--- config.mk ---
export PLATFORM = sky130hd
export DESIGN_NAME = sound_engine
export DESIGN_NICKNAME = d
export VERILOG_FILES = /design/src/rtl/sound_engine.sv
export SDC_FILE = /design/constraint.sdc
export NUM_CORES = 1
export LEC_CHECK = 0
export ABC_AREA = 0
export BUFFER_PORTS_ARGS = -buffer_cell sky130_fd_sc_hd__buf_2
export CAP_MARGIN = 15
export CORE_UTILIZATION = 48
export DETAILED_ROUTE_END_ITERATION = 8
export HOLD_SLACK_MARGIN = 0.06
export PLACE_DENSITY = 0.64
export SYNTH_ARGS = -nofsm -noshare
export SYNTH_HDL_FRONTEND = slang
export SYNTH_SLANG_ARGS = --single-unit
--- constraint.sdc ---
create_clock -name clk50mhz -period 7.5 [get_ports clk50mhz]
set_clock_uncertainty 0.2 [all_clocks]
set_input_delay 0.375 -clock clk50mhz [delete_from_list [all_inputs] [get_ports clk50mhz]]
set_output_delay 0.375 -clock clk50mhz [all_outputs]
set_load 0.05 [all_outputs]
--- src/rtl/sound_engine.sv ---
// Multi-channel phase-accumulator tone generator: per-channel NCO -> shared 32x4 sine table -> averaged mix.
// Optional SOUND_ENGINE_RETRIGGER_EN: requests are always accepted and restart a playing channel.
module sound_engine #(
  parameter int CHANNELS = 2,
  parameter int NOTE_W   = 3,
  parameter int PHASE_W  = 24,
  parameter int DUR_W    = 24
) (
  input  logic                       clk50mhz,
  input  logic                       reset_n,
  input  logic [CHANNELS-1:0]        req_valid,
  output logic [CHANNELS-1:0]        req_ready,
  input  logic [CHANNELS*NOTE_W-1:0] req_note,
  input  logic [CHANNELS*DUR_W-1:0]  req_dur,
  output logic [CHANNELS-1:0]        busy,
  output logic [CHANNELS-1:0]        done,
  output logic [3:0]                 tono
);
  localparam int SHIFT = $clog2(CHANNELS);
  localparam int SUM_W = 4 + SHIFT;

  // round(2^PHASE_W / (2*L)) computed as floor((2^PHASE_W + L) / (2*L))
  function automatic logic [63:0] inc_round(input logic [63:0] half_period);
    return ((64'd1 << PHASE_W) + half_period) / (64'd2 * half_period);
  endfunction

  localparam logic [63:0] INC_C_W = inc_round(64'd2986);
  localparam logic [63:0] INC_D_W = inc_round(64'd2660);
  localparam logic [63:0] INC_E_W = inc_round(64'd2369);
  localparam logic [63:0] INC_G_W = inc_round(64'd1993);
  localparam logic [PHASE_W-1:0] INC_C = INC_C_W[PHASE_W-1:0];
  localparam logic [PHASE_W-1:0] INC_D = INC_D_W[PHASE_W-1:0];
  localparam logic [PHASE_W-1:0] INC_E = INC_E_W[PHASE_W-1:0];
  localparam logic [PHASE_W-1:0] INC_G = INC_G_W[PHASE_W-1:0];

  function automatic logic [PHASE_W-1:0] note_inc(input logic [NOTE_W-1:0] note);
    case (int'(note))
      1:       return INC_C;
      2:       return INC_D;
      3:       return INC_E;
      4:       return INC_G;
      default: return '0;
    endcase
  endfunction

  function automatic logic [3:0] rom_lookup(input logic [4:0] k);
    case (k)
      5'd0, 5'd16:                return 4'd8;
      5'd1, 5'd15:                return 4'd9;
      5'd2, 5'd14:                return 4'd10;
      5'd3, 5'd13:                return 4'd12;
      5'd4, 5'd12:                return 4'd13;
      5'd5, 5'd6, 5'd10, 5'd11:   return 4'd14;
      5'd7, 5'd8, 5'd9:           return 4'd15;
      5'd17, 5'd31:               return 4'd6;
      5'd18, 5'd30:               return 4'd5;
      5'd19, 5'd29:               return 4'd3;
      5'd20, 5'd28:               return 4'd2;
      5'd21, 5'd22, 5'd26, 5'd27: return 4'd1;
      default:                    return 4'd0;
    endcase
  endfunction

  typedef enum logic {IDLE, PLAY} state_t;

  state_t             state_q   [CHANNELS];
  state_t             state_d   [CHANNELS];
  logic [PHASE_W-1:0] phase_q   [CHANNELS];
  logic [PHASE_W-1:0] phase_d   [CHANNELS];
  logic [PHASE_W-1:0] inc_q     [CHANNELS];
  logic [PHASE_W-1:0] inc_d     [CHANNELS];
  logic [DUR_W-1:0]   cnt_q     [CHANNELS];
  logic [DUR_W-1:0]   cnt_d     [CHANNELS];
  logic [3:0]         wave_p1_q [CHANNELS];
  logic [3:0]         wave_p1_d [CHANNELS];
  logic [CHANNELS-1:0] done_q;
  logic [CHANNELS-1:0] done_d;
  logic [SUM_W-1:0]    sum_p1;
  logic [3:0]          tono_p2_q;
  logic [3:0]          tono_p2_d;

  always_comb begin
    for (int c = 0; c < CHANNELS; c++) begin
`ifdef SOUND_ENGINE_RETRIGGER_EN
      req_ready[c] = 1'b1;
`else
      req_ready[c] = (state_q[c] == IDLE);
`endif
      busy[c]    = (state_q[c] == PLAY);
      state_d[c] = state_q[c];
      phase_d[c] = '0;
      inc_d[c]   = inc_q[c];
      cnt_d[c]   = cnt_q[c];
      done_d[c]  = 1'b0;
      if (state_q[c] == PLAY) begin
        phase_d[c] = phase_q[c] + inc_q[c];
        cnt_d[c]   = cnt_q[c] - DUR_W'(1);
        if (cnt_q[c] <= DUR_W'(1)) begin
          state_d[c] = IDLE;
          phase_d[c] = '0;
          done_d[c]  = 1'b1;
        end
      end
      // An accept overrides natural completion, so a retrigger on the last cycle emits no done.
      if (req_valid[c] && req_ready[c]) begin
        state_d[c] = PLAY;
        phase_d[c] = '0;
        inc_d[c]   = note_inc(req_note[c*NOTE_W +: NOTE_W]);
        cnt_d[c]   = (req_dur[c*DUR_W +: DUR_W] == '0) ? DUR_W'(1) : req_dur[c*DUR_W +: DUR_W];
        done_d[c]  = 1'b0;
      end
      // stage 1: table lookup, idle channels sit at midscale
      wave_p1_d[c] = (state_q[c] == PLAY) ? rom_lookup(phase_q[c][PHASE_W-1 -: 5]) : 4'd8;
    end
  end

  // stage 2: average of all voices
  always_comb begin
    sum_p1 = '0;
    for (int c = 0; c < CHANNELS; c++) begin
      sum_p1 = sum_p1 + SUM_W'(wave_p1_q[c]);
    end
    tono_p2_d = 4'(sum_p1 >> SHIFT);
  end

  always_ff @(posedge clk50mhz or negedge reset_n) begin
    if (!reset_n) begin
      for (int c = 0; c < CHANNELS; c++) begin
        state_q[c]   <= IDLE;
        phase_q[c]   <= '0;
        wave_p1_q[c] <= 4'd8;
      end
      done_q    <= '0;
      tono_p2_q <= 4'd8;
    end else begin
      for (int c = 0; c < CHANNELS; c++) begin
        state_q[c]   <= state_d[c];
        phase_q[c]   <= phase_d[c];
        wave_p1_q[c] <= wave_p1_d[c];
      end
      done_q    <= done_d;
      tono_p2_q <= tono_p2_d;
    end
  end

  always_ff @(posedge clk50mhz) begin
    for (int c = 0; c < CHANNELS; c++) begin
      inc_q[c] <= inc_d[c];
      cnt_q[c] <= cnt_d[c];
    end
  end

  assign done = done_q;
  assign tono = tono_p2_q;

endmodule

==> reports/summary.json, run 1 <==
{
  "outcome": {
    "status": "complete, no violations"
  },
  "cts": {
    "clock_tree.htree_level_count": 4,
    "cts_hold_buffers": 35,
    "clk_pin_slew_worst_paths_ns": 0.06,
    "cts.root.buffer_cell": "sky130_fd_sc_hd__clkbuf_16",
    "numClockSinks": 132,
    "post_cts_resized": 0,
    "post-cts-setup-buffers": 0,
    "cts_made_buffers": 17,
    "cts_tree": "yes",
    "clock_latency_ns": 0.42,
    "max-clock-path-buffers": 2
  },
  "floorplanning": {
    "die_x_um": 129,
    "core_area_um2": 15900,
    "row_count": 46,
    "start_util_pct": 49.1,
    "design.portCount": 68,
    "die_h_um": 129,
    "dieArea_um2": 16800
  },
  "synth": {
    "netlist.area_leader.share_pct": 26.2,
    "mappedNetlistNets": 906,
    "post_synth_instance_area_um2": 7800,
    "synth-edff-count": 68,
    "yosys_register_bits": 132,
    "synthDominantAreaCellType": "sky130_fd_sc_hd__edfxtp_1",
    "avgSynthCellArea_um2": 9.70,
    "synth.yosys.seq_area_share_pct": 46.8,
    "post_synth_num_cell_types": 66,
    "synth_flop_cell": "sky130_fd_sc_hd__edfxtp_1",
    "ys_top_cells_by_area": "sky130_fd_sc_hd__edfxtp_1, sky130_fd_sc_hd__dfrtp_1, sky130_fd_sc_hd__ha_1",
    "synth_async_sr_flop_share_pct": 48.5,
    "yosys_warnings": 0,
    "postSynthCellCount": 804
  },
  "place": {
    "gp_congestion": 0.846,
    "numPortBuffers": 67,
    "preCtsSetupSlack_ns": 4.69,
    "placedInstanceArea_um2": 8330,
    "place_hpwl_mm": 12.0
  },
  "critical_path": {
    "critical_path.endpoint_type": "flop",
    "cp_launch_type": "flop",
    "cp_data_required_time_ns": 7.60,
    "critPathKind": "flop to flop",
    "cp_max_fo": 5,
    "cp.arrival_ns": 2.92
  },
  "global_route": {
    "global_route_wire_length_before_repair_mm": 29.8,
    "global_route.usage.total_pct": 22.8,
    "overflow": 0,
    "grt_max_degree": 65,
    "via_count_of_the_first_global_routing_pass": 6254,
    "antenna_found_initial": 0
  },
  "drt": {
    "drt-vias-per-instance": 5.50,
    "drt-pass1-iter-count": 4,
    "wl_per_cell_um": 15.5,
    "dr_total_vias": 6225,
    "antenna_violating_nets_post_route": 0,
    "drt_iter0_markers": 384,
    "wl_mm": 17.5,
    "drc": 0
  },
  "worst_hold_path": {
    "kind_of_path_behind_the_tightest_hold_check": "input port to flop"
  },
  "sta": {
    "max_clock_freq_mhz": 354,
    "fin_crit_ns": 2.83,
    "setup-violations-final": 0,
    "setup-tns-final_ns": 0,
    "count_of_final_hold_check_violations": 0,
    "grt_setup_unrepaired": "no",
    "layout_worst_path_cycle_share_pct": 37.7,
    "slew-limit-headroom_pct": 32.0,
    "actual_transition_at_the_worst_max_transition_pin_ns": 1.02,
    "setup_slack_ns": 4.67,
    "final_max_slew_viol_count": 0
  },
  "layout": {
    "diodes": 0,
    "drive_above_1_share_pct": 13.4,
    "final_area_um2": 9360,
    "nNetsFinal": 1005,
    "mostFrequentLayoutCells": "sky130_fd_sc_hd__nand2_1, sky130_fd_sc_hd__nor2_1, sky130_fd_sc_hd__edfxtp_1",
    "final_common_cell": "sky130_fd_sc_hd__nand2_1",
    "flow.area_growth_from_synthesis_pct": 20.1
  },
  "job": {
    "cap_viol_max_count": 0
  },
  "pwr": {
    "power_per_cell_area_nw_per_um2": 327,
    "worst_ir_drop_vdd_mv": 0.180,
    "p_leak_nw": 3.78
  }
}
-- flip-flops by register name, indices dropped and copies added, names as in the netlist --
| name | flops |
|---|---|
| inc_q | 20 |
| cnt_q | 48 |
| done | 2 |
| tono | 4 |
| busy | 2 |
| phase_q | 48 |
| wave_p1_q | 8 |
-- Yosys cell counts, types with 3 or more instances --
library cell and number:
sky130_fd_sc_hd__inv_1 37, sky130_fd_sc_hd__dfrtp_1 61, sky130_fd_sc_hd__xor2_1 18, sky130_fd_sc_hd__dfstp_2 3, sky130_fd_sc_hd__nor3b_1 4, sky130_fd_sc_hd__ha_1 41
sky130_fd_sc_hd__nand2_1 88, sky130_fd_sc_hd__o21a_1 7, sky130_fd_sc_hd__nand3_1 13, sky130_fd_sc_hd__clkbuf_1 16, sky130_fd_sc_hd__fa_1 3, sky130_fd_sc_hd__nor4_1 24
sky130_fd_sc_hd__a21o_1 11, sky130_fd_sc_hd__nand4_1 9, sky130_fd_sc_hd__buf_2 6, sky130_fd_sc_hd__mux2i_1 5, sky130_fd_sc_hd__and3_1 4, sky130_fd_sc_hd__or3_1 9
sky130_fd_sc_hd__nor2_1 83, sky130_fd_sc_hd__edfxtp_1 68, sky130_fd_sc_hd__o21ai_0 66, sky130_fd_sc_hd__xnor2_1 58, sky130_fd_sc_hd__nand2b_1 13, sky130_fd_sc_hd__a21oi_1 33
sky130_fd_sc_hd__o211ai_1 5, sky130_fd_sc_hd__a31oi_1 4, sky130_fd_sc_hd__nor3_1 29, sky130_fd_sc_hd__a211oi_1 18, sky130_fd_sc_hd__o21ai_1 6, sky130_fd_sc_hd__nor2b_1 8
sky130_fd_sc_hd__and2_1 6, sky130_fd_sc_hd__a2111oi_0 5, sky130_fd_sc_hd__or2_2 3
-- power by group --
group	switching [mW]	internal, mW
clock network	0.318	0.639
registers	0.163	1.00
logic	0.516	0.426
-- logic make-up (layout without fill, tap and decap cells) --
kind of cell	Yosys count	after routing	synth area share (%)
buffers and inverters	64	176	3.32
muxes	6	6	0.786
AOI/OAI and AO/OA	174	174	13.7
and+or+nand+nor	308	308	19.5
DFF	132	132	46.8
adders and majority gates	44	44	7.35
xor gates and xnor gates	76	76	8.54
-- critical path: stages, from the launching register on --
cell and delay, ns:
sky130_fd_sc_hd__edfxtp_1 0.41, sky130_fd_sc_hd__ha_1 0.37, sky130_fd_sc_hd__o211ai_1 0.10, sky130_fd_sc_hd__o21ai_0 0.44
sky130_fd_sc_hd__o21ai_0 0.22, sky130_fd_sc_hd__a21boi_0 0.52, sky130_fd_sc_hd__o211ai_1 0.17, sky130_fd_sc_hd__mux2_2 0.29
-- final cells by class --
| cell class | count | area, um2 |
|---|---|---|
| flip-flops and latches | 132 | 3650 |
| clock inverters | 11 | 194 |
| well taps | 216 | 270 |
| repair buffers | 106 | 716 |
| fillers | 1380 | 6520 |
| multi-input cells | 608 | 3900 |
| clock buffers | 21 | 493 |
| inverters | 38 | 143 |
-- metrics by stage --
stage          util (%)  hold WS, ns  std cells  power (mW)
2_1_floorplan         -       -0.121        804        1.87
4_1_cts            58.9       0.0610       1132        3.08
5_1_grt            58.9       0.0667       1132        3.28
3_5_place_dp       52.4        0.344       1065        2.09
3_3_place_gp       52.4        0.329       1065        2.04
6_report           58.9       0.0788       1132        3.06
-- routing by layer --
| layer | vias to the layer above | share of wire (%) | GRT usage, % |
|---|---|---|---|
| met2 | 123 | 49 | 38.6 |
| met3 | 25 | 3.6 | 5.28 |
| met1 | 2994 | 46 | 29.1 |
| met4 | 0 | 1.5 | 6.91 |
| li1 | 3083 | - | - |
| met5 | - | 0 | 0 |
-- final timing paths --
check	start	endpoint	slack, ns	depth (start not counted)
max	inc_q[0][33]	phase_q[15]	4.67	7
min	req_dur[22]	cnt_q[0][22]	0.08	3
max reg2reg	inc_q[0][33]	phase_q[15]	4.67	7
min reg2reg	phase_q[42]	phase_q[42]	0.36	2
max in group asynchronous	reset_n	phase_q[30]	6.07	3
min in group asynchronous	reset_n	phase_q[6]	0.47	3
No activity file was read; power rests on OpenSTA's default activity.
==> run 2: changes to the inputs <==
==> constraint.sdc (replaced) <==
create_clock -name clk50mhz -period 2.6 [get_ports clk50mhz]
set_clock_uncertainty 0.2 [all_clocks]
set_input_delay 0.13 -clock clk50mhz [delete_from_list [all_inputs] [get_ports clk50mhz]]
set_output_delay 0.13 -clock clk50mhz [all_outputs]
set_load 0.05 [all_outputs]
==> run 2 against run 1 <==
First-iteration DRC count down 0.78%; final cell count rose by 4.8%; critical path depth increased by 1; worst hold slack improved by 0.0031 ns; clock-buffer cell count down 2; routed wire length increased by 1.0%; global-route usage decreased by 0.22 points; non-clock buffer count up 54; critical endpoint is now cnt_q[0][22].
==> reports/summary.json, run 2 (synthesized netlist as in run 1, its figures left out) <==
{
  "sta": {
    "final_max_slew_viol_count": {"value": 0, "change": "unchanged"},
    "actual_transition_at_the_worst_max_transition_pin": {"value": 0.857, "unit": "ns", "change": "-0.161 ns"},
    "grt_setup_unrepaired": "no",
    "slew-limit-headroom": {"value": 42.9, "unit": "%", "change": "+11 points"},
    "setup-violations-final": {"value": 0, "change": "unchanged"},
    "max_clock_freq": {"value": 409, "unit": "MHz", "change": "+16%"},
    "setup-tns-final": {"value": 0, "unit": "ns", "change": "unchanged"},
    "count_of_final_hold_check_violations": {"value": 0, "change": "unchanged"},
    "layout_worst_path_cycle_share": {"value": 94.0, "unit": "%", "change": "+56 points"},
    "fin_crit": {"value": 2.44, "unit": "ns", "change": "-0.382 ns"},
    "setup_slack": {"value": 0.156, "unit": "ns", "change": "-4.52 ns"},
    "hold_slack": {"value": 0.0820, "unit": "ns", "change": "+0.00313 ns"}
  },
  "place": {
    "numPortBuffers": {"value": 67, "change": "unchanged"},
    "gp_congestion": {"value": 0.873, "change": "+3.2%"},
    "preCtsSetupSlack": {"value": 0.0205, "unit": "ns", "change": "-4.67 ns"},
    "place_hpwl": {"value": 12.0, "unit": "mm", "change": "about the same"},
    "placedInstanceArea": {"value": 8540, "unit": "um2", "change": "+2.5%"},
    "place_inst": {"value": 1093, "change": "+2.6%"}
  },
  "critical_path": {
    "reg2regPathDepth": {"value": 8, "change": "+1"},
    "critPathKind": "flop to flop",
    "register_to_register_setup_slack": {"value": 0.16, "unit": "ns", "change": "-4.52 ns"},
    "worstReg2RegEnd": "cnt_q[0][22]",
    "timing.critical_path.cells": "inv_1 -> ha_1 -> or4b_4 -> nor4_4 -> nand2_2 -> nor4_2 -> xnor2_1 -> o21ai_1",
    "cp.arrival": {"value": 2.41, "unit": "ns", "change": "-0.51 ns"},
    "cp.buffers_inverters": {"value": 1, "change": "+1"},
    "cp_launch_type": "flop",
    "critical_path.endpoint_type": "flop",
    "cp_data_required_time": {"value": 2.57, "unit": "ns", "change": "-5.03 ns"},
    "r2r-start": "cnt_q[0][0]",
    "critical-path-max-stage-delay": {"value": 0.52, "unit": "ns", "change": "about the same"},
    "cp_max_fo": {"value": 6, "change": "+1"},
    "crit_family": "simple AND/OR/NAND/NOR gates",
    "timing.critical_path.slowest_stage_cell": "sky130_fd_sc_hd__or4b_4"
  },
  "drt": {
    "wl_per_cell": {"value": 14.9, "unit": "um", "change": "-3.6%"},
    "dr_total_vias": {"value": 6382, "change": "+2.5%"},
    "drt-vias-per-instance": {"value": 5.38, "change": "-2.1%"},
    "wl": {"value": 17.7, "unit": "mm", "change": "+1.0%"},
    "drt-pass1-iter-count": {"value": 4, "change": "unchanged"},
    "antenna_violating_nets_post_route": {"value": 0, "change": "unchanged"},
    "drt_iter0_markers": {"value": 381, "change": "-0.78%"},
    "drc": {"value": 0, "change": "unchanged"}
  },
  "worst_hold_path": {
    "min_delay_path_depth": {"value": 3, "change": "unchanged"},
    "whs_endpoint": "cnt_q[0][24]",
    "startpoint_of_the_worst_hold_path": "req_valid[1]",
    "kind_of_path_behind_the_tightest_hold_check": "input port to flop"
  },
  "floorplanning": {
    "die_h": {"value": 129, "unit": "um", "change": "unchanged"},
    "dieArea": {"value": 16800, "unit": "um2", "change": "unchanged"},
    "core_area": {"value": 15900, "unit": "um2", "change": "unchanged"},
    "row_count": {"value": 46, "change": "unchanged"},
    "design.portCount": {"value": 68, "change": "unchanged"},
    "start_util": {"value": 49.1, "unit": "%", "change": "unchanged"},
    "die_x": {"value": 129, "unit": "um", "change": "unchanged"}
  },
  "global_route": {
    "grt_max_degree": {"value": 65, "change": "unchanged"},
    "antenna_found_initial": {"value": 0, "change": "unchanged"},
    "global_route.usage.total": {"value": 22.6, "unit": "%", "change": "-0.22 points"},
    "overflow": {"value": 0, "change": "unchanged"},
    "global_route_wire_length_before_repair": {"value": 29.6, "unit": "mm", "change": "-0.44%"},
    "via_count_of_the_first_global_routing_pass": {"value": 6379, "change": "+2.0%"}
  },
  "pwr": {
    "power_per_cell_area": {"value": 900, "unit": "nW/um2", "change": "+180%"},
    "worst_ir_drop_vdd": {"value": 0.607, "unit": "mV", "change": "+240%"},
    "p_leak": {"value": 4.03, "unit": "nW", "change": "+6.5%"}
  },
  "cts": {
    "cts_tree": "yes",
    "clock_tree.htree_level_count": {"value": 4, "change": "unchanged"},
    "clock_latency": {"value": 0.42, "unit": "ns", "change": "about the same"},
    "numClockSinks": {"value": 132, "change": "unchanged"},
    "cts_made_buffers": {"value": 17, "change": "unchanged"},
    "max-clock-path-buffers": {"value": 2, "change": "unchanged"},
    "clk_pin_slew_worst_paths": {"value": 0.06, "unit": "ns", "change": "about the same"},
    "post-cts-setup-buffers": {"value": 0, "change": "unchanged"},
    "cts.root.buffer_cell": "sky130_fd_sc_hd__clkbuf_16"
  },
  "layout": {
    "largestRegisters": "cnt_q x48, phase_q x48, inc_q x20",
    "diodes": {"value": 0, "change": "unchanged"},
    "flow.area_growth_from_synthesis_pct": 25.7,
    "mostFrequentLayoutCells": "sky130_fd_sc_hd__nand2_1, sky130_fd_sc_hd__nor2_1, sky130_fd_sc_hd__edfxtp_1",
    "layoutNonFillerInstCount": {"value": 1186, "change": "+4.8%"},
    "final_area": {"value": 9800, "unit": "um2", "change": "+4.7%"},
    "drive_above_1_share": {"value": 16.0, "unit": "%", "change": "+2.6 points"},
    "final_common_cell": "sky130_fd_sc_hd__nand2_1",
    "nNetsFinal": {"value": 1059, "change": "+5.4%"}
  },
  "job": {
    "cap_viol_max_count": {"value": 0, "change": "unchanged"}
  },
  "outcome": {
    "status": "complete, no violations"
  }
}
run 2: how the worst max path moves through the flow:
stage                   endpoint    startpoint  cells after the start
finish              cnt_q[0][22]   cnt_q[0][0]                      8
global route         phase_q[15]  inc_q[0][25]                      8
CTS                  phase_q[18]    phase_q[0]                      9
detailed placement   phase_q[18]    phase_q[0]                      9
global placement     phase_q[15]  inc_q[0][25]                      8
floorplan           cnt_q[0][22]   cnt_q[0][0]                      9
run 2: per-stage QoR:
stage / power [mW] / utilization, %
4_1_cts: 8.81 / 61.5
2_1_floorplan: 5.39 / -
6_report: 8.82 / 61.7
3_5_place_dp: 6.13 / 53.7
5_1_grt: 9.41 / 61.7
3_3_place_gp: 6.02 / 53.7
run 2: worst reg2reg max path, cell delays in order (launching register included):
cell                       delay [ns]
sky130_fd_sc_hd__edfxtp_1        0.40
sky130_fd_sc_hd__inv_1           0.10
sky130_fd_sc_hd__ha_1            0.16
sky130_fd_sc_hd__or4b_4          0.52
sky130_fd_sc_hd__nor4_4          0.29
sky130_fd_sc_hd__nand2_2         0.11
sky130_fd_sc_hd__nor4_2          0.20
sky130_fd_sc_hd__xnor2_1         0.15
sky130_fd_sc_hd__o21ai_1         0.07
run 2: where the power goes:
part | total (mW) | switching (mW) | internal (mW) | leakage (nW)
Combinational | 2.91 | 1.51 | 1.40 | 2.22
Clock | 2.56 | 0.874 | 1.68 | 0.311
Sequential | 3.35 | 0.467 | 2.89 | 1.49
Total | 8.82 | 2.85 | 5.97 | 4.03
run 2: cell type report:
class / instances / area (um2)
tap: 216 / 270
clock inverter: 13 / 189
fill: 1321 / 6080
multi-input combinational: 608 / 3930
timing repair buffer: 160 / 1190
clock buffer: 19 / 433
sequential: 132 / 3650
inverter: 38 / 144
run 2: layer usage:
layer	GRT usage, %	share of wire (%)	wire, um	vias up
met2	38.7	49	8700	120
met1	28.0	46	8080	3036
met5	0	0	0	-
met3	4.91	3.2	559	27
met4	8.48	1.9	332	0
li1	-	-	-	3199
run 2: repair_timing:
item | CTS | global route
gates resized for setup | 0 | 9
endpoints found under the hold margin | 140 | 0
endpoints found under the setup margin | 0 | 11
hold buffers | 61 | 0
